## src/rtl/ecc_scalar_bit_sequencer.sv

```systemverilog
// Double-and-add sequencer for ECC scalar multiply: walks scalar bits MSB->LSB via an external
// down counter and issues DBL/ADD/INIT commands. Define LEADING_ZERO_SKIP_EN to skip leading zeros.
module ecc_scalar_bit_sequencer #(
    parameter int unsigned KEY_W = 256,
    parameter int unsigned IDX_W = 8
) (
    input  logic             clk,
    input  logic             rst_n,
    input  logic             start,
    input  logic [KEY_W-1:0] scalar,
    input  logic [IDX_W-1:0] bit_idx,
    output logic             cnt_step,
    output logic             op_valid,
    output logic [1:0]       op_code,
    input  logic             op_ready,
    input  logic             op_done,
    output logic             busy,
    output logic             done,
    output logic             result_inf
);

    localparam logic [3:0] S_IDLE   = 4'd0;
    localparam logic [3:0] S_ALIGN  = 4'd1;
    localparam logic [3:0] S_FETCH  = 4'd2;
    localparam logic [3:0] S_DBL    = 4'd3;
    localparam logic [3:0] S_WAIT_D = 4'd4;
    localparam logic [3:0] S_ADD    = 4'd5;
    localparam logic [3:0] S_WAIT_A = 4'd6;
    localparam logic [3:0] S_STEP   = 4'd7;
    localparam logic [3:0] S_FIN    = 4'd8;

    localparam logic [1:0] OP_NONE = 2'b00;
    localparam logic [1:0] OP_DBL  = 2'b01;
    localparam logic [1:0] OP_ADD  = 2'b10;
    localparam logic [1:0] OP_INIT = 2'b11;

    // KEY_W == 2**IDX_W, so the top bit index is the all-ones index
    localparam logic [IDX_W-1:0] IDX_TOP = '1;

    logic [3:0]       state;
    logic [3:0]       state_d;
    logic [KEY_W-1:0] scalar_q;
    logic             bit_q;
    logic             init_q;
    logic             bit_cur;
    logic             q_def;

`ifndef LEADING_ZERO_SKIP_EN
    assign q_def = 1'b1;
`endif

    assign bit_cur = scalar_q[bit_idx];

    always_comb begin
        state_d  = state;
        cnt_step = 1'b0;
        case (state)
            S_IDLE: begin
                if (start) state_d = S_ALIGN;
            end
            S_ALIGN: begin
                if (bit_idx != IDX_TOP) cnt_step = 1'b1;
                else                    state_d  = S_FETCH;
            end
            S_FETCH: begin
`ifdef LEADING_ZERO_SKIP_EN
                if (!q_def && !bit_cur) state_d = S_STEP;
                else if (!q_def)        state_d = S_ADD;
                else                    state_d = S_DBL;
`else
                state_d = S_DBL;
`endif
            end
            S_DBL: begin
                if (op_ready) state_d = S_WAIT_D;
            end
            S_WAIT_D: begin
                if (op_done) state_d = bit_q ? S_ADD : S_STEP;
            end
            S_ADD: begin
                if (op_ready) state_d = S_WAIT_A;
            end
            S_WAIT_A: begin
                if (op_done) state_d = S_STEP;
            end
            S_STEP: begin
                if (bit_idx == '0) begin
                    state_d = S_FIN;
                end else begin
                    cnt_step = 1'b1;
                    state_d  = S_FETCH;
                end
            end
            S_FIN: begin
                state_d = S_IDLE;
            end
            default: begin
                state_d = S_IDLE;
            end
        endcase
    end

    always_comb begin
        op_valid = (state == S_DBL) || (state == S_ADD);
        op_code  = OP_NONE;
        if (state == S_DBL)      op_code = OP_DBL;
        else if (state == S_ADD) op_code = init_q ? OP_INIT : OP_ADD;
        busy = (state != S_IDLE) && (state != S_FIN);
        done = (state == S_FIN);
    end

    always_ff @(posedge clk or negedge rst_n) begin
        if (!rst_n) begin
            state      <= S_IDLE;
            scalar_q   <= '0;
            bit_q      <= 1'b0;
            init_q     <= 1'b0;
            result_inf <= 1'b0;
        end else begin
            state <= state_d;
            if (state == S_IDLE && start) begin
                scalar_q   <= scalar;
                result_inf <= 1'b0;
            end
            if (state == S_FETCH) begin
                bit_q  <= bit_cur;
                init_q <= !q_def && bit_cur;
            end
            if (state == S_STEP && bit_idx == '0) result_inf <= (scalar_q == '0);
        end
    end

`ifdef LEADING_ZERO_SKIP_EN
    // Q becomes defined by the first INIT; until then zero bits are stepped over silently
    always_ff @(posedge clk or negedge rst_n) begin
        if (!rst_n) begin
            q_def <= 1'b0;
        end else begin
            if (state == S_IDLE && start)        q_def <= 1'b0;
            else if (state == S_FETCH && bit_cur) q_def <= 1'b1;
        end
    end
`endif

endmodule

```

## config.mk

```make
export PLATFORM = sky130hd
export DESIGN_NAME = ecc_scalar_bit_sequencer
export DESIGN_NICKNAME = d
export VERILOG_FILES = /design/src/rtl/ecc_scalar_bit_sequencer.sv
export SDC_FILE = /design/constraint.sdc
export NUM_CORES = 1
export LEC_CHECK = 0
export ABC_CLOCK_PERIOD_IN_PS = 2700
export BUFFER_PORTS_ARGS = -buffer_cell sky130_fd_sc_hd__buf_2
export CAP_MARGIN = 0
export CORE_MARGIN = 5
export CORE_UTILIZATION = 45
export CTS_CLUSTER_SIZE = 16
export DETAILED_ROUTE_END_ITERATION = 7
export GPL_TIMING_DRIVEN = 0
export PLACE_DENSITY = 0.76
export SYNTH_ARGS = -nofsm -noshare
export SYNTH_HDL_FRONTEND = slang
export SYNTH_SLANG_ARGS = --single-unit
```

## constraint.sdc

```tcl
create_clock -name clk -period 2.7 [get_ports clk]
set_input_delay 0.54 -clock clk [delete_from_list [all_inputs] [get_ports clk]]
set_output_delay 0.54 -clock clk [all_outputs]
set_load 0.02 [all_outputs]
```

==> results.md <==
* WL/cell at 24.5 um
* Synthesized cell area at 12800 um^2
* Final-report max-slew violation count at 0
* Number of enable flip-flop cells after synthesis at 0
* Area grow syn2layout at 22.7%
* Unique masters post-synth at 53
* Fin Hold WS at 0.216 ns
* #FFs+latches synth at 262
* Congestion Overflow GR at 0
* Syn Nets at 1154
* Num rows at 61
* Tmin final at 2.61 ns
* Total Wirelength at 38900 um
* Vias per cell at 5.81
* PwrDens at 1040 nW/um^2
* H-tree depth at 1
* Most common cell after layout, fill and taps aside: buf_2
* Critical Path AT at 2.07 ns
* Top_reg_cell synth: dfrtp_1
* Clock transition at path regs at 0.06 ns
* DIE AREA at 31900 um^2
* FFs w/ async S/R, synth at 100%
* First-pass GRT wire length at 58300 um
* Antenna-violating nets left at 0
* Vias post-DR at 9242
* Pre-Repair DR Iteration Count at 7
* Nets at 1459
* Largest net degree at the start of global routing at 116
* Die H at 179 um
* YS warnings at 0
* Sink Count at 262
* R2R setup slack at 0.15 ns
* I/O pin total at 276
* Hold Fails Final Rpt at 0
* Critical Path End Type: output port
* Clock latency on the worst-skew pair at 0.55 ns
* Commonest non-fill, non-tap cells in the layout: buf_2, mux2_2, dfrtp_1
* Critical path class: input pin to output port
* Status: complete, no violations
* Final TNS setup at 0 ns
* Post-Synthesis Cells at 885
* Slew headroom at 56.8%
* Final Cycle Share at 96.8%
* Vias in the first global route at 9800
* DR DRC count at 0
* CTS tree: built
* Final Setup Violations at 0
* Mapped Avg Cell Area at 14.4 um^2
* CP required at 2.16 ns
* Post-CTS setup buffer count at 0
* Clock root buffer master: clkbuf_16
* Initial antenna violation count at 7
* Inserted Clock Buffers at 28
* DP HPWL at 29500 um
* Worst-margin pin slew at 0.647 ns
* Initial DRC Count at 575
* Clk buf depth at 3
* RSZ-0062 raised after global routing: false
* Gr usage total at 24.2%
* Register area share after synthesis at 51.3%
* Fillers at 2308
* Initial Util at 45.8%
* I/O Buffers at 272
* Max frequency at 0.383 GHz
* Startpoint Class: input pin
* Share of layout cells above drive strength 1 at 53.3%
* HP Class: input pin to flop
* Crit path max fanout at 10
* VDD IR max at 0.579 mV
* Die X-Extent at 179 um
* Leak at 7.05 nW
* GP Congestion at 0.869
* Core area at 27900 um^2
* Number of max-cap violations at 0
* Setup Skew at 0.0144 ns
cell usage after synthesis, types with 5 or more instances:
| master | count | share of area [%] |
|---|---|---|
| a21oi_1 | 11 | 0.43 |
| buf_2 | 8 | 0.31 |
| clkbuf_1 | 28 | 0.82 |
| clkbuf_8 | 6 | 0.65 |
| dfrtp_1 | 262 | 51 |
| inv_1 | 6 | 0.18 |
| mux2_2 | 264 | 23 |
| mux2i_1 | 40 | 3.1 |
| mux4_1 | 23 | 4.7 |
| mux4_2 | 22 | 3.9 |
| nand2_1 | 15 | 0.44 |
| nand4_1 | 21 | 1.0 |
| nor2_1 | 14 | 0.41 |
| nor2b_1 | 7 | 0.34 |
| nor3_1 | 7 | 0.27 |
| nor4_1 | 67 | 3.3 |
| o211ai_1 | 6 | 0.35 |
| o21ai_0 | 5 | 0.20 |
| o221ai_1 | 8 | 0.55 |
| o22ai_1 | 5 | 0.24 |
registers in the layout, indices dropped and copies added, names as in the netlist:
register and flops:
scalar_q 256, state 4, bit_q 1, result_inf 1
where the power goes:
part	switching (mW)	internal, mW
combinational	1.90	3.03
sequential	1.68	5.92
clock	1.57	2.24
total	5.15	11.2
cells by family (layout without fill, tap and decap cells):
kind of cell           Yosys count  in the layout  synth area share, %
flip-flops                     262            262                 51.3
buffers and inverters           63            388                 2.96
other                            0              3                    0
multiplexers                   352            352                 35.6
AND/OR/NAND/NOR                151            151                 6.89
AO/OA/AOI/OAI                   57             57                 3.31
area by class of cell:
type | count | area, um^2 | share of cell area, %
well taps | 378 | 473 | 3.01
plain buffers | 55 | 383 | 2.44
repair buffers | 275 | 1440 | 9.15
multi-input cells | 560 | 5880 | 37.5
flip-flops and latches | 262 | 6560 | 41.8
clock buffers | 41 | 840 | 5.35
inverters | 8 | 30.0 | 0.191
clock inverters | 9 | 83.8 | 0.534
diodes | 3 | 7.51 | 0.0478
final timing paths:
kind	cells after the start	end	start
worst min-delay path	2	scalar_q[67]	scalar[67]
worst max register to register	6	result_inf	scalar_q[15]
worst max-delay path	8	cnt_step	bit_idx[1]
worst min register to register	2	bit_q	bit_q
max in group asynchronous	4	scalar_q[120]	rst_n
min in group asynchronous	2	scalar_q[21]	rst_n
per-stage QoR:
stage,worst slack (ns),util [%],cell area (um^2),power (mW),cells
after floorplan,0.392,-,12800,10.7,885
after global placement,-3.64,52.3,14600,12.2,1535
after detailed placement,-0.751,52.6,14700,12.5,1537
after CTS,0.00559,56.0,15700,16.3,1588
after global routing,0.00748,56.2,15700,17.2,1591
final,0.0873,56.2,15700,16.3,1591
what timing repair did:
| item | 4_1_cts | 5_1_grt |
|---|---|---|
| hold buffers | 1 | 0 |
| resized for setup | 10 | 13 |
| hold endpoints to repair | 53 | 0 |
| endpoints found under the setup margin | 22 | 185 |
critical path: stages:
cell and delay (ns):
buf_2 0.15, buf_8 0.21, buf_8 0.20, nand2_1 0.15, buf_4 0.25, o311ai_4 0.31
nand2_1 0.09, buf_2 0.17
routing by layer:
layer	GRT usage (%)	vias up	part of all wire, %
li1	-	4074	-
met1	32.7	4729	42
met2	40.5	360	49
met3	4.64	71	6.6
met4	6.46	8	2.8
met5	0	-	0.095
Note: power is estimated with default switching activity, not from simulation.
